$ cat src/rtl/axi_mem_arbiter.sv
// Round-robin arbiter sharing one memory write channel and one read channel among NUM_REQ requesters.
// Read responses are steered back to the issuing requester by a tag pipeline matched to RD_LATENCY.
module axi_mem_arbiter #(
  parameter int NUM_REQ    = 4,
  parameter int RD_LATENCY = 3
) (
  input  logic                    clk,
  input  logic                    rst_n,
  input  logic [NUM_REQ-1:0]      req_wr_valid,
  input  logic [NUM_REQ*32-1:0]   req_wr_addr,
  input  logic [NUM_REQ*32-1:0]   req_wr_data,
  output logic [NUM_REQ-1:0]      req_wr_ready,
  input  logic [NUM_REQ-1:0]      req_rd_valid,
  input  logic [NUM_REQ*32-1:0]   req_rd_addr,
  output logic [NUM_REQ-1:0]      req_rd_ready,
  output logic [NUM_REQ-1:0]      rsp_rd_valid,
  output logic [31:0]             rsp_rd_data,
  output logic                    m_write_valid,
  output logic [31:0]             m_write_addr,
  output logic [31:0]             m_write_data,
  input  logic                    m_write_ready,
  output logic                    m_read_valid,
  output logic [31:0]             m_read_addr,
  input  logic                    m_read_ready,
  input  logic [31:0]             m_read_data
);

  localparam int ID_W = $clog2(NUM_REQ);

  // Handshake: a transfer happens in a cycle where valid and ready are both high;
  // the requester holds valid/addr/data stable until it sees its ready bit.
  typedef enum logic {ST_IDLE = 1'b0, ST_BUSY = 1'b1} state_e;

  state_e            wr_state_q, wr_state_d;
  state_e            rd_state_q, rd_state_d;
  logic [ID_W-1:0]   wr_grant_q, wr_grant_d, wr_ptr_q, wr_ptr_d;
  logic [ID_W-1:0]   rd_grant_q, rd_grant_d, rd_ptr_q, rd_ptr_d;
  logic [RD_LATENCY-1:0] tag_vld_q, tag_vld_d;
  logic [ID_W-1:0]   tag_id_q [RD_LATENCY];
  logic [ID_W-1:0]   tag_id_d [RD_LATENCY];

  logic              wr_busy, rd_busy;
  logic              wr_sel_valid, rd_sel_valid;
  logic              wr_hs, rd_hs;
  logic [31:0]       wr_sel_addr, wr_sel_data, rd_sel_addr;

  function automatic logic [NUM_REQ-1:0] to_onehot(input logic [ID_W-1:0] id);
    logic [NUM_REQ-1:0] oh;
    oh = '0;
    for (int i = 0; i < NUM_REQ; i++) begin
      if (id == ID_W'(i)) oh[i] = 1'b1;
    end
    return oh;
  endfunction

  // Lowest set request at or above ptr wins; otherwise wrap to the lowest set request.
  function automatic logic [ID_W-1:0] rr_pick(input logic [NUM_REQ-1:0] v,
                                              input logic [ID_W-1:0]    ptr);
    logic [ID_W-1:0] pick;
    pick = '0;
    for (int i = NUM_REQ - 1; i >= 0; i--) begin
      if (v[i]) pick = ID_W'(i);
    end
    for (int i = NUM_REQ - 1; i >= 0; i--) begin
      if (v[i] && (ID_W'(i) >= ptr)) pick = ID_W'(i);
    end
    return pick;
  endfunction

  function automatic logic [ID_W-1:0] rr_next(input logic [ID_W-1:0] g);
    logic [ID_W-1:0] n;
    if (g == ID_W'(NUM_REQ - 1)) n = '0;
    else                         n = g + 1'b1;
    return n;
  endfunction

  always_comb begin
    wr_sel_addr = '0;
    wr_sel_data = '0;
    rd_sel_addr = '0;
    for (int i = 0; i < NUM_REQ; i++) begin
      if (wr_grant_q == ID_W'(i)) begin
        wr_sel_addr = req_wr_addr[32*i +: 32];
        wr_sel_data = req_wr_data[32*i +: 32];
      end
      if (rd_grant_q == ID_W'(i)) begin
        rd_sel_addr = req_rd_addr[32*i +: 32];
      end
    end
  end

  assign wr_busy      = (wr_state_q == ST_BUSY);
  assign rd_busy      = (rd_state_q == ST_BUSY);
  assign wr_sel_valid = |(req_wr_valid & to_onehot(wr_grant_q));
  assign rd_sel_valid = |(req_rd_valid & to_onehot(rd_grant_q));

  assign m_write_valid = wr_busy && wr_sel_valid;
  assign m_write_addr  = wr_busy ? wr_sel_addr : 32'h0;
  assign m_write_data  = wr_busy ? wr_sel_data : 32'h0;
  assign m_read_valid  = rd_busy && rd_sel_valid;
  assign m_read_addr   = rd_busy ? rd_sel_addr : 32'h0;

  assign wr_hs = m_write_valid && m_write_ready;
  assign rd_hs = m_read_valid && m_read_ready;

  assign req_wr_ready = wr_hs ? to_onehot(wr_grant_q) : '0;
  assign req_rd_ready = rd_hs ? to_onehot(rd_grant_q) : '0;

  // Every grant is followed by an IDLE cycle so a ready registered from the
  // previous valid can never complete a second transfer.
  always_comb begin
    wr_state_d = wr_state_q;
    wr_grant_d = wr_grant_q;
    wr_ptr_d   = wr_ptr_q;
    case (wr_state_q)
      ST_IDLE: begin
        if (|req_wr_valid) begin
          wr_grant_d = rr_pick(req_wr_valid, wr_ptr_q);
          wr_state_d = ST_BUSY;
        end
      end
      ST_BUSY: begin
        if (wr_hs || !wr_sel_valid) begin
          wr_ptr_d   = rr_next(wr_grant_q);
          wr_state_d = ST_IDLE;
        end
      end
    endcase
  end

  always_comb begin
    rd_state_d = rd_state_q;
    rd_grant_d = rd_grant_q;
    rd_ptr_d   = rd_ptr_q;
    case (rd_state_q)
      ST_IDLE: begin
        if (|req_rd_valid) begin
          rd_grant_d = rr_pick(req_rd_valid, rd_ptr_q);
          rd_state_d = ST_BUSY;
        end
      end
      ST_BUSY: begin
        if (rd_hs || !rd_sel_valid) begin
          rd_ptr_d   = rr_next(rd_grant_q);
          rd_state_d = ST_IDLE;
        end
      end
    endcase
  end

  // Tag entry pushed in the read handshake cycle reaches the last stage exactly when memory data is valid.
  always_comb begin
    tag_vld_d[0] = rd_hs;
    tag_id_d[0]  = rd_grant_q;
    for (int k = 1; k < RD_LATENCY; k++) begin
      tag_vld_d[k] = tag_vld_q[k-1];
      tag_id_d[k]  = tag_id_q[k-1];
    end
  end

  always_ff @(posedge clk or negedge rst_n) begin
    if (!rst_n) begin
      wr_state_q <= ST_IDLE;
      rd_state_q <= ST_IDLE;
      wr_grant_q <= '0;
      rd_grant_q <= '0;
      wr_ptr_q   <= '0;
      rd_ptr_q   <= '0;
      tag_vld_q  <= '0;
      for (int k = 0; k < RD_LATENCY; k++) tag_id_q[k] <= '0;
    end else begin
      wr_state_q <= wr_state_d;
      rd_state_q <= rd_state_d;
      wr_grant_q <= wr_grant_d;
      rd_grant_q <= rd_grant_d;
      wr_ptr_q   <= wr_ptr_d;
      rd_ptr_q   <= rd_ptr_d;
      tag_vld_q  <= tag_vld_d;
      for (int k = 0; k < RD_LATENCY; k++) tag_id_q[k] <= tag_id_d[k];
    end
  end

  assign rsp_rd_valid = tag_vld_q[RD_LATENCY-1] ? to_onehot(tag_id_q[RD_LATENCY-1]) : '0;
  assign rsp_rd_data  = m_read_data;

endmodule

$ cat config.mk
export PLATFORM = sky130hd
export DESIGN_NAME = axi_mem_arbiter
export DESIGN_NICKNAME = d
export VERILOG_FILES = /design/src/rtl/axi_mem_arbiter.sv
export SDC_FILE = /design/constraint.sdc
export NUM_CORES = 1
export LEC_CHECK = 0
export ABC_AREA = 1
export BUFFER_PORTS_ARGS = -buffer_cell sky130_fd_sc_hd__buf_2
export CORE_AREA = 2 2 221 223
export DETAILED_ROUTE_END_ITERATION = 6
export DIE_AREA = 0 0 223 225
export GPL_ROUTABILITY_DRIVEN = 0
export SYNTH_ARGS = -nofsm -noshare
export SYNTH_HDL_FRONTEND = slang
export SYNTH_SLANG_ARGS = --single-unit
$ cat constraint.sdc
create_clock -name clk -period 1.75 [get_ports clk]
set_input_delay 0.2625 -clock clk [delete_from_list [all_inputs] [get_ports clk]]
set_output_delay 0.2625 -clock clk [all_outputs]
set_load 0.05 [all_outputs]
==> results_dict.tcl, run 1 <==
set metrics [dict create \
    status "complete, but fails checks" \
    violations "negative setup slack" \
    drv_cap 0 \
    power.total_mw 28.35 \
    final_common_cell "buf_2" \
    track_usage_pct 13.15 \
    path_clk_slew_ps 70 \
    antenna_found_initial 16 \
    initial_utilization_pct 9.784 \
    firstDrtPassIters 5 \
    setup_violations 106 \
    grt_max_degree 38 \
    drtIter0Drc 421 \
    final_hold_viol_count 0 \
    crit_start "wr_grant_q[1]" \
    path_class "flop to output port" \
    cts-buffers-inserted 3 \
    drc 0 \
    cp.depth 9 \
    fill_cells 5128 \
    die_w_um 223 \
    critical_path_buf_inv_count 4 \
    die_area_sq_mm 0.05018 \
    vias 8543 \
    crit_slowest_cell "dfrtp_2" \
    synth.distinct_cells 20 \
    core_sq_mm 0.04755 \
    reg2reg_depth 11 \
    worstSetupEndpointType "output port" \
    fin_crit_sh_pct 125.6 \
    hold_depth 2 \
    syn_to_final_growth_pct 143.0 \
    dp_hpwl_um 27270 \
    wirelength_um 36280 \
    grt_pass1_wl_um 50420 \
    vdd_ir_drop_max_mv 1.375 \
    mostFrequentLayoutCells "buf_2, nand2_1, buf_6" \
    cp_top_family "buffers and inverters" \
    avgSynthCellArea_sq_um 5.558 \
    cp.required_ps 1490 \
    nets 1777 \
    drtAntennaViolNets 0 \
    synth_warnings 0 \
    h-tree-depth 1 \
    worst_pin_slew_ps 574.7 \
    first_global_vias 8698 \
    portBuffers 505 \
    clk_latency_ps 260 \
    cp.arrival_ps 1930 \
    fin_ws_ps -447.4 \
    drt-vias-per-instance 4.354 \
    place_worst_setup_slack_ps -325.6 \
    grt.overflow.total 0 \
    die_h_um 225 \
    start_kind "flop" \
    syn_inst 837 \
    syn_area_sq_mm 0.004652 \
    io_pins 570 \
    critPathMaxFanout 8 \
    rows 80 \
    yosys_register_bits 19 \
    holdPathEnd "rd_busy" \
    total_leakage_power_nw 5.036 \
    seq_area_frac_synth_pct 10.22 \
    rsz0062_at_grt "yes" \
    drv_slew 0 \
    clockRootBuffer "clkbuf_16" \
    critical-path-max-stage-delay_ps 450 \
    relSlewSlack_pct 61.28 \
    clock_path_buffers 2 \
    cts_sinks 19 \
    rr_endpoint "tag_vld_q[0]" \
    seq_area_sq_um 481.7 \
    fmax_mhz 455.1 \
    reg2reg_slack_ps 120 \
    worstPathCellList "inv_2 -> ha_4 -> buf_12 -> buf_16 -> nand2_2 -> nand2_1 -> o211ai_1 -> a21oi_4 -> buf_8" \
    fin_skew_ps 1.524 \
    rr_startpoint "rd_grant_q[0]" \
    p_per_area_mw_per_mm2 2508 \
    wl_per_cell_um 18.49 \
    syn_nets 1273 \
    period_minus_slack_ps 2197 \
    multi_input_area_sq_mm 0.004920 \
    drive_gt1_share_pct 62.24 \
    timing.hold.worst.start "m_read_ready" \
    cts_tree "done" \
    hold_class "primary input to flop" \
]
## how the worst max path moves through the flow
stage                                  end  slack, ps
after detailed placement  m_write_addr[17]       -330
final                      m_write_data[6]       -450
after global routing       m_write_data[6]       -530
after CTS                 m_write_data[11]       -470
after global placement    m_write_addr[27]       -300
after floorplan            req_wr_ready[0]       -130
## state kept, by name (all words and copies together) (netlist names)
signal and cells:
rd_busy 1, rd_grant_q 2, rd_ptr_q 2, tag_id_d 4
tag_id_q 2, tag_vld_q 3, wr_busy 1, wr_grant_q 2
wr_ptr_q 2
## report_power, final
group | leakage (nW) | internal (mW) | total [mW] | switching, mW
sequential | 0.231 | 0.653 | 0.845 | 0.192
combinational | 4.77 | 10.6 | 27.0 | 16.4
clock | 0.0372 | 0.311 | 0.525 | 0.214
total | 5.04 | 11.5 | 28.3 | 16.8
## Yosys cell counts
cell	n	area [sq um]
a21oi_1	197	986.0
buf_2	54	270.3
buf_4	40	300.3
buf_6	7	78.83
clkbuf_1	11	41.29
clkbuf_2	5	25.02
dfrtp_1	19	475.5
ha_1	8	100.1
inv_1	24	90.09
inv_2	5	18.77
nand2_1	235	882.1
nand2_2	1	6.260
nand3_1	8	40.04
nor2_1	18	67.56
nor2_2	1	6.260
nor3_1	5	25.02
o211ai_1	96	720.7
o21ai_0	91	455.4
o21ai_1	11	55.05
o21bai_1	1	7.510
## logic make-up (layout without fill, tap and decap cells)
logic type | count (synthesis) | in the layout | share of synthesized area (%)
AOI/OAI and AO/OA | 396 | 396 | 47.82
and+or+nand+nor | 268 | 268 | 22.08
other | 0 | 7 | 0
adders and majority gates | 8 | 8 | 2.152
DFF | 19 | 19 | 10.22
buffers and inverters | 146 | 649 | 17.72
## repair_timing
action | 4_1_cts | 5_1_grt
pin swaps | 54 | 22
hold buffers | 1 | 0
buffers inserted | 15 | 3
hold endpoints to repair | 19 | 0
cloned | 13 | 5
setup endpoints to repair | 107 | 108
gates resized for setup | 318 | 59
## layout make-up
class                           instances  share of cell area [%]
Sequential cell                        19                   4.262
Tap cell                              615                   6.808
Antenna cell                            7                  0.1550
Clock buffer                            3                  0.6642
Inverter                               29                   1.317
Multi-Input combinational cell        672                   43.52
Clock inverter                          1                 0.06642
Timing Repair Buffer                  616                   43.20
## routing by layer
layer	vias up	wire length, um	GRT usage (%)
li1	3910	-	-
met1	3902	11770	12.37
met2	596	19150	25.51
met3	129	2666	2.790
met4	6	2651	8.855
met5	-	41	0
## per-stage QoR
stage                     cell area, sq um  util, %  hold slack (ps)  TNS (ps)  cells
final                                11300    23.77            317.1    -39310   1962
after global placement                9355    19.68            266.9    -24400   1915
after floorplan                       6008        -           -33.09    -646.5    837
after global routing                 11300    23.77            334.0    -47380   1961
after detailed placement              9355    19.68            281.1    -27380   1915
after CTS                            10970    23.06            318.0    -41670   1947
Note: power is estimated with default switching activity, not from simulation.
==> run 2, diff against run 1 <==
--- a/config.mk
+++ b/config.mk
@@ -7,9 +7,9 @@
 export LEC_CHECK = 0
 export ABC_AREA = 1
 export BUFFER_PORTS_ARGS = -buffer_cell sky130_fd_sc_hd__buf_2
-export CORE_AREA = 2 2 221 223
+export CORE_AREA = 2 2 225 227
 export DETAILED_ROUTE_END_ITERATION = 6
-export DIE_AREA = 0 0 223 225
+export DIE_AREA = 0 0 227 229
 export GPL_ROUTABILITY_DRIVEN = 0
 export SYNTH_ARGS = -nofsm -noshare
 export SYNTH_HDL_FRONTEND = slang
==> constraint.sdc (replaced) <==
create_clock -name clk -period 2.8 [get_ports clk]
set_input_delay 0.42 -clock clk [delete_from_list [all_inputs] [get_ports clk]]
set_output_delay 0.42 -clock clk [all_outputs]
set_load 0.05 [all_outputs]
==> results_dict.tcl, run 2 (synthesis results as in run 1) <==
set metrics [dict create \
    drive_gt1_share_pct 43.91 \
    grt_max_degree 56 \
    hold_class "primary input to async pin" \
    crit_slowest_cell "dfrtp_1" \
    busiest_layer "met2" \
    dp_cells 1932 \
    cts-buffers-inserted 3 \
    status "completed" \
    post-cts-setup-buffers 0 \
    path_class "flop to output port" \
    mostFrequentLayoutCells "buf_2, nand2_1, a21oi_1" \
    crit_top_cell "a21oi_1" \
    dp_hpwl_um 25190 \
    clockRootBuffer "clkbuf_16" \
    fill_cells 5870 \
    rr_startpoint "wr_grant_q[0]" \
    die_h_um 229 \
    grt.overflow.total 0 \
    first_global_vias 7218 \
    clk_latency_ps 260 \
    wl_per_cell_um 15.29 \
    grt_pass1_wl_um 40190 \
    path_clk_slew_ps 70 \
    io_pins 570 \
    fin_setup_tns_ps 0 \
    drt-vias-per-instance 4.048 \
    drtIter0Drc 359 \
    cts_sinks 19 \
    drc 0 \
    fin_crit_sh_pct 94.60 \
    worstPathCellList "inv_1 -> ha_2 -> buf_4 -> buf_6 -> a21oi_1 -> a21oi_1 -> buf_2" \
    die_w_um 227 \
    reg2reg_slack_ps 970 \
    portBuffers 505 \
    use_met1_pct 10.38 \
    rows 82 \
    largest_reg_flops 4 \
    start_kind "flop" \
    die_area_sq_mm 0.05198 \
    cp_top_family "buffers and inverters" \
    cts_tree "done" \
    vdd_ir_drop_max_mv 0.8749 \
    drv_cap 0 \
    gr-usage-met3_pct 2.925 \
    worst_pin_slew_ps 537.0 \
    antenna_found_initial 11 \
    cp.required_ps 2380 \
    period_minus_slack_ps 2649 \
    place_worst_setup_slack_ps 392.5 \
    fmax_mhz 377.5 \
    initial_utilization_pct 9.368 \
    h-tree-depth 1 \
    fin_cells 1941 \
    firstDrtPassIters 5 \
    worstSetupEndpointType "output port" \
    track_usage_pct 10.16 \
    critical-path-max-stage-delay_ps 460 \
    cp.arrival_ps 2230 \
    vias 7858 \
    rr_endpoint "wr_ptr_q[0]" \
    nets 1701 \
    use_met2_pct 18.93 \
    rsz0062_at_grt "yes" \
    total_leakage_power_nw 4.069 \
    p_per_area_mw_per_mm2 1432 \
    core_sq_mm 0.04966 \
    setup_violations 0 \
    drv_slew 0 \
    critical_path_buf_inv_count 4 \
    reg2reg_depth 9 \
    drtAntennaViolNets 0 \
    relSlewSlack_pct 63.82 \
    fin_ws_ps 151.3 \
    final_hold_viol_count 0 \
    syn_to_final_growth_pct 70.63 \
    clock_path_buffers 2 \
    cp.depth 7 \
    wirelength_um 29680 \
    final_common_cell "buf_2" \
    fin_skew_ps 3.641 \
    critPathMaxFanout 21 \
]
## run 2: changes by cell type in the layout (fill, tap and decap cells not counted), sizes merged
cell | previous run | this run
dlygate4sd3 | 1 | 0
clkinv | 0 | 1
buf | 609 | 536
bufbuf | 1 | 0
diode | 7 | 5
clkbuf | 8 | 7
inv | 29 | 28
## run 2: worst max-delay path by stage
stage	endpoint	slack, ps	from
floorplan	req_wr_ready[0]	210	wr_grant_q[0]
global placement	m_write_addr[20]	440	wr_grant_q[0]
detailed placement	m_write_addr[20]	390	wr_grant_q[0]
CTS	m_write_addr[20]	80	wr_grant_q[0]
global route	req_wr_ready[0]	-20	wr_grant_q[0]
finish	m_write_addr[20]	150	wr_grant_q[0]
## run 2: timing repair
| action | 4_1_cts | 5_1_grt |
|---|---|---|
| hold buffers | 0 | 0 |
| resized for setup | 0 | 5 |
| setup endpoints to repair | 0 | 12 |
## run 2: layout make-up
type                            count  area [sq um]  area share, %
Multi-Input combinational cell    672          3369          42.45
Timing Repair Buffer              540          3044          38.35
Tap cell                          672         840.8          10.59
Sequential cell                    19         476.7          6.006
Inverter                           29         111.4          1.403
Clock buffer                        3         75.07         0.9458
Antenna cell                        5         12.51         0.1576
Clock inverter                      1         7.507        0.09458
## run 2: stage by stage
stage / power [mW] / hold WS [ps] / utilization (%) / cell area, sq um
4_1_cts: 11.37 / 146.9 / 15.93 / 7911
2_1_floorplan: 8.170 / 124.4 / - / 4652
5_1_grt: 12.16 / 161.3 / 15.98 / 7938
3_5_place_dp: 10.99 / 334.7 / 15.77 / 7829
6_report: 11.36 / 127.5 / 15.98 / 7938
3_3_place_gp: 11.01 / 337.4 / 15.77 / 7829
## run 2: layer usage
metal / vias up / wire length (um)
li1: 3753 / -
met1: 3479 / 10640
met2: 546 / 14360
met3: 74 / 3247
met4: 6 / 1355
met5: - / 76
## run 2: where the power goes
group	internal, mW	leakage, nW	switching (mW)
Sequential	0.402	0.236	0.155
Combinational	3.00	3.80	7.48
Clock	0.194	0.0371	0.134
